<file path="src/rtl/pc_fetch_pkg.sv">
// pc_fetch_pkg: shared definitions for the program-counter / fetch stage.
//   fetch_state_t - sequencing states (IDLE, RUN, HALT)
//   PC_W_DEF      - default program-counter width
//   CNT_W_DEF     - default performance-counter width
//   kPC_*         - PCRegSelect encodings
package pc_fetch_pkg;

    localparam int PC_W_DEF  = 10;
    localparam int CNT_W_DEF = 16;

    typedef enum logic [1:0] {
        IDLE = 2'd0,
        RUN  = 2'd1,
        HALT = 2'd2
    } fetch_state_t;

    localparam logic [1:0] kPC_NONE = 2'b00;
    localparam logic [1:0] kPC_R1   = 2'b01;
    localparam logic [1:0] kPC_R2   = 2'b10;
    localparam logic [1:0] kPC_R3   = 2'b11;

endpackage

</file>
<file path="src/rtl/pc_perf_cnt.sv">
// pc_perf_cnt: saturating up-counter with synchronous clear.
//   clk  - clock
//   rst  - asynchronous active-high reset
//   clr  - synchronous clear, has priority over inc
//   inc  - count enable; holds at all-ones once reached
//   cnt  - counter value
module pc_perf_cnt
    import pc_fetch_pkg::*;
#(
    parameter int W = CNT_W_DEF
) (
    input  logic         clk,
    input  logic         rst,
    input  logic         clr,
    input  logic         inc,
    output logic [W-1:0] cnt
);

    always_ff @(posedge clk or posedge rst) begin
        if (rst) begin
            cnt <= '0;
        end else if (clr) begin
            cnt <= '0;
        end else if (inc && (cnt != '1)) begin
            cnt <= cnt + W'(1);
        end
    end

endmodule

</file>
<file path="src/rtl/pc_fetch.sv">
// pc_fetch: program counter and fetch sequencing upstream of the control decoder.
// Holds ProgCtr, three saved-address registers and the zero flag; executes the
// decoder's save/jump requests and the Start/run/halt handshake.
//
// Optional feature: define PC_PERF_CNT_EN to build the cycle / taken-jump
// performance counters. Without it CycleCnt and TakenCnt are tied to 0.
//
// Ports:
//   Clk, Reset    - clock, asynchronous active-high reset
//   Start         - hold PC at 0 (IDLE) while high, run once low
//   Ack           - halt instruction decoded
//   JumpEqual     - je decoded (wins over JumpNotEqual)
//   JumpNotEqual  - jne decoded
//   OffsetEn      - add Offset to the saved address
//   PCRegSelect   - 00 none, 01/10/11 saved-address register 1/2/3
//   Offset        - zero-extended offset for saves
//   ZeroIn        - ALU zero result
//   FlagWrEn      - current instruction updates the zero flag
//   ProgCtr       - registered instruction-ROM address
//   Done          - registered, high in HALT
//   CycleCnt      - RUN cycles executed (saturating)
//   TakenCnt      - taken jumps (saturating)
//
// state | meaning
// IDLE  | held by Start, PC = 0; leaves to RUN once Start is low
// RUN   | executing one instruction per cycle
// HALT  | halt decoded, everything frozen until Start
module pc_fetch
    import pc_fetch_pkg::*;
#(
    parameter int PC_W  = PC_W_DEF,
    parameter int CNT_W = CNT_W_DEF
) (
    input  logic             Clk,
    input  logic             Reset,
    input  logic             Start,
    input  logic             Ack,
    input  logic             JumpEqual,
    input  logic             JumpNotEqual,
    input  logic             OffsetEn,
    input  logic [1:0]       PCRegSelect,
    input  logic [7:0]       Offset,
    input  logic             ZeroIn,
    input  logic             FlagWrEn,
    output logic [PC_W-1:0]  ProgCtr,
    output logic             Done,
    output logic [CNT_W-1:0] CycleCnt,
    output logic [CNT_W-1:0] TakenCnt
);

    fetch_state_t    state_q, state_d;
    logic [PC_W-1:0] pc_q, pc_d;
    // Entry 0 is never written; PCRegSelect = 00 means "no register".
    logic [PC_W-1:0] pcreg_q [4];
    logic [PC_W-1:0] pcreg_d [4];
    logic            zero_q, zero_d;
    logic            done_q, done_d;
    logic            run_cycle;
    logic            jump_taken;
    logic [PC_W-1:0] pc_inc;
    logic [PC_W-1:0] offset_ext;
    logic            jump_req;
    logic            jump_cond;

    // Address sums wrap modulo 2^PC_W through truncation.
    assign pc_inc     = pc_q + PC_W'(1);
    assign offset_ext = PC_W'(Offset);
    assign jump_req   = JumpEqual | JumpNotEqual;
    // The condition uses the flag registered before this edge, not ZeroIn.
    assign jump_cond  = JumpEqual ? zero_q : ~zero_q;

    always_ff @(posedge Clk or posedge Reset) begin
        if (Reset) begin
            state_q <= IDLE;
            pc_q    <= '0;
            zero_q  <= 1'b0;
            done_q  <= 1'b0;
            for (int i = 0; i < 4; i++) begin
                pcreg_q[i] <= '0;
            end
        end else begin
            state_q <= state_d;
            pc_q    <= pc_d;
            zero_q  <= zero_d;
            done_q  <= done_d;
            for (int i = 0; i < 4; i++) begin
                pcreg_q[i] <= pcreg_d[i];
            end
        end
    end

    always_comb begin
        state_d    = state_q;
        pc_d       = pc_q;
        pcreg_d    = pcreg_q;
        zero_d     = zero_q;
        done_d     = done_q;
        run_cycle  = 1'b0;
        jump_taken = 1'b0;

        if (Start) begin
            state_d = IDLE;
            pc_d    = '0;
            zero_d  = 1'b0;
            done_d  = 1'b0;
            for (int i = 0; i < 4; i++) begin
                pcreg_d[i] = '0;
            end
        end else begin
            unique case (state_q)
                IDLE: begin
                    state_d = RUN;
                end
                RUN: begin
                    run_cycle = 1'b1;
                    if (FlagWrEn) begin
                        zero_d = ZeroIn;
                    end
                    if (Ack) begin
                        state_d = HALT;
                        done_d  = 1'b1;
                    end else if (jump_req && (PCRegSelect != kPC_NONE)) begin
                        if (jump_cond) begin
                            pc_d       = pcreg_q[PCRegSelect];
                            jump_taken = 1'b1;
                        end else begin
                            pc_d = pc_inc;
                        end
                    end else if (jump_req) begin
                        pc_d = pc_inc;
                    end else begin
                        if (PCRegSelect != kPC_NONE) begin
                            pcreg_d[PCRegSelect] = OffsetEn ? (pc_inc + offset_ext) : pc_inc;
                        end
                        pc_d = pc_inc;
                    end
                end
                HALT: begin
                    state_d = HALT;
                end
                default: begin
                    state_d = IDLE;
                end
            endcase
        end
    end

    assign ProgCtr = pc_q;
    assign Done    = done_q;

`ifdef PC_PERF_CNT_EN
    pc_perf_cnt #(.W(CNT_W)) u_cycle_cnt (
        .clk (Clk),
        .rst (Reset),
        .clr (Start),
        .inc (run_cycle),
        .cnt (CycleCnt)
    );

    pc_perf_cnt #(.W(CNT_W)) u_taken_cnt (
        .clk (Clk),
        .rst (Reset),
        .clr (Start),
        .inc (jump_taken),
        .cnt (TakenCnt)
    );
`else
    logic unused_perf;
    assign unused_perf = run_cycle | jump_taken;
    assign CycleCnt    = '0;
    assign TakenCnt    = '0;
`endif

endmodule

</file>
<file path="config.mk">
export PLATFORM = sky130hd
export DESIGN_NAME = pc_fetch
export DESIGN_NICKNAME = d
export VERILOG_FILES = /design/src/rtl/pc_fetch_pkg.sv /design/src/rtl/pc_perf_cnt.sv /design/src/rtl/pc_fetch.sv
export SDC_FILE = /design/constraint.sdc
export NUM_CORES = 1
export LEC_CHECK = 0
export CELL_PAD_IN_SITES_DETAIL_PLACEMENT = 2
export CELL_PAD_IN_SITES_GLOBAL_PLACEMENT = 2
export CORE_MARGIN = 5
export CORE_UTILIZATION = 33
export CTS_CLUSTER_DIAMETER = 120
export DETAILED_ROUTE_END_ITERATION = 7
export PLACE_DENSITY_LB_ADDON = 0.3
export SYNTH_ARGS = -nofsm -noshare
export SYNTH_HDL_FRONTEND = slang
export SYNTH_SLANG_ARGS = --single-unit
</file>
<file path="constraint.sdc">
create_clock -name Clk -period 3.45 [get_ports Clk]
set_input_delay 0.69 -clock Clk [delete_from_list [all_inputs] [get_ports Clk]]
set_output_delay 0.69 -clock Clk [all_outputs]
set_load 0.005 [all_outputs]
</file>
==> metrics.csv <==
stage,metric,value,unit
sta,clk_skew,0.0189,ns
die,core area,10400,um2
final_layout,Nets,409,
worst_setup_path,Crit Path Class,flip-flop to flip-flop,
synthesis,"Avg Cell Area, Syn",9.89,um2
clocking,CTS Buf Count,5,
clocking,Worst-path clk slew,0.12,ns
sta,Final Max Tran Viols,0,
die,Core Rows,37,
sta,relative slew slack,0.371,
global_routing,all-layer global routing usage,0.151,
route,DR pass1 iterations,4,
worst_setup_path,CP Capture Type,flip-flop,
sta,Final Critical Period,2.98,ns
sta,minimum hold slack,0.516,ns
route,Routed Antenna Nets,0,
placement,PortBufs,29,
route,Iteration-0 DRC Markers,105,
power_and_ir_drop,PD cells,355,nW/um2
clocking,root buffer cell,clkbuf_8,
synthesis,post-synth top area cell,dfrtp_1,
worst_setup_path,crit path DAT,3.24,ns
route,vias per cell,5.20,
clocking,TritonCTS clock tree,built,
synthesis,Mapped Cells,356,
synthesis,Synth Flop Type,dfrtp_1,
placement,pre-CTS setup slack,0.450,ns
power_and_ir_drop,Lkg Pwr,1.65,nW
sta,final hold vios,0,
final_layout,fillcell total,1159,
final_layout,Layout Utilization,0.375,
final_layout,share of layout cells above drive strength 1,0.116,
synthesis,sequential area share after synthesis,0.377,
sta,Achievable Freq,0.336,GHz
synthesis,#FFs+latches synth,53,
die,Chip Height,113,um
min_path,Hold Crit Class,flip-flop to flip-flop,
worst_setup_path,CP Launch Type,flip-flop,
sta,setup_tns,0,ns
route,vias,2671,
synthesis,asr flop ratio synth,1.00,
synthesis,cell area after synthesis,3520,um2
route,final wirelength,9430,um
clocking,CTS hold repair buffers,0,
clocking,# Post-CTS Setup Buffers,0,
clocking,Post-CTS Resized,0,
global_routing,vias in the first global route,2925,
clocking,Max Buffers Root-to-Sink,2,
global_routing,first-pass GRT wire length,15400,um
outcome,status,completed,
synthesis,count of cell types in the netlist,57,
worst_setup_path,FF-to-FF path depth,10,
clocking,Num Clock Sinks,53,
sta,Tcrit/Tclk final,0.863,
final_layout,antenna diode count,0,
min_path,WHS Path Cells,1,
global_routing,total gr overflow,0,
clocking,H-tree depth,2,
placement,routability cong.,0.777,
worst_setup_path,CP Max Fanout,6,
placement,Cells after DPL,506,
synthesis,post-synth top area share,0.377,
placement,DP Wirelength,7180,um
route,WL/cell,18.4,um
die,initial core utilization,0.339,
global_routing,largest net degree at the start of global routing,54,
clocking,Skew-Pair Late Insertion Delay,0.33,ns
die,die span in x,113,um
synthesis,synth top area cells,"dfrtp_1 38%, buf_4 7.7%, mux4_2 5.8%, nor2_1 4.4%, a211oi_1 4.3%",
sta,RSZ-0062 raised after global routing,false,
final_layout,Post-Layout Cell Count,514,
final_layout,area delta synth->final,10.4,%
power_and_ir_drop,Peak supply drop,0.142,mV
sta,final setup vio count,0,
sta,final worst slack,0.471,ns
synthesis,Post-synth EDFFs,0,
worst_setup_path,"Req. time, crit path",3.71,ns
sta,Slew @ Worst Pin,0.944,ns
synthesis,yosys warns,0,
global_routing,initial antenna violation count,0,
route,Residual DRC,0,
flow_run,Max-Cap Viols,0,
die,die area,12800,um2
die,I/O Pins,62,
==> worst paths after layout <==
path,endpoint,slack (ns),startpoint
max in group asynchronous,pcreg_q[37],2.16,Reset
max reg2reg,pcreg_q[9],0.47,ProgCtr[1]
min reg2reg,pcreg_q[33],0.52,pcreg_q[33]
max,pcreg_q[9],0.47,ProgCtr[1]
min in group asynchronous,pcreg_q[16],0.68,Reset
min,pcreg_q[33],0.52,pcreg_q[33]
==> sequential cells by signal (all words and copies together) (netlist names) <==
signal / count
pcreg_q: 39
zero_q: 1
state_q: 2
ProgCtr: 10
Done: 1
==> cell usage after synthesis (all sizes together) (9+ instances only) <==
cell    number
nand2       15
buf         43
mux4         9
ha          12
nor2        44
a211oi      23
o21ai       15
clkbuf       9
dfrtp       53
a21oi       18
nand3       10
nor2b       11
xor2         9
==> stage by stage <==
step / area [um2] / total power [mW]
finish: 3880 / 1.38
global placement: 3790 / 0.985
CTS: 3880 / 1.40
global route: 3880 / 1.46
detailed placement: 3790 / 1.00
floorplan: 3640 / 0.905
==> worst max-delay path, cell delays in order (launching register included) <==
cell and delay, ns:
dfrtp_1 0.48, ha_1 0.32, inv_1 0.09, or2_4 0.29, xnor2_4 0.14, ha_1 0.36
a21o_1 0.20, or2_1 0.23, o221ai_1 0.48, o211ai_1 0.18, nand4_1 0.12
==> layout by cell type (no fill, tap or decap), types with 4 or more instances in the layout <==
cell type,instances
xor2_1,8
o2bb2ai_1,4
clkbuf_8,5
conb_1,32
o211ai_1,8
nand3_1,9
mux2i_1,4
nand3b_1,8
nor2_1,41
a22oi_1,4
a211oi_1,20
nand2_1,15
o21ai_0,14
a21oi_1,18
buf_4,6
clkdlybuf4s50_1,28
inv_1,7
dfrtp_1,53
mux4_2,9
ha_1,12
a21o_1,4
nor2b_1,11
nor4_1,4
==> kinds of logic after synthesis <==
| logic type | count (synthesis) | share of synthesized area |
|---|---|---|
| muxes | 15 | 0.0761 |
| other | 1 | 0.00107 |
| DFF | 53 | 0.377 |
| and+or+nand+nor | 110 | 0.168 |
| AOI/OAI and AO/OA | 90 | 0.178 |
| xor gates and xnor gates | 14 | 0.0444 |
| buffers and inverters | 60 | 0.107 |
| adders and majority gates | 13 | 0.0483 |
==> layer usage <==
metal	GRT usage	vias up	share of wire	wire length (um)
li1	-	1255	-	-
met1	0.196	1359	0.46	4310
met2	0.262	47	0.50	4730
met3	0.0235	10	0.028	262
met4	0.0393	0	0.013	127
met5	0	-	0	0
==> layout make-up <==
| cell class | instances | area (um2) | share of cell area |
|---|---|---|---|
| clock buffers | 5 | 68.8 | 0.0177 |
| clock inverters | 3 | 26.3 | 0.00676 |
| inverters | 8 | 30.0 | 0.00773 |
| multi-input cells | 274 | 1930 | 0.498 |
| flip-flops and latches | 53 | 1330 | 0.341 |
| well taps | 136 | 170 | 0.0438 |
| repair buffers | 35 | 330 | 0.0850 |
==> where the power goes <==
group	switching, mW	internal, mW	leakage [nW]
Combinational	0.200	0.125	0.861
Sequential	0.0152	0.644	0.737
Clock	0.242	0.152	0.0495
(Power assumes the default switching activity.)
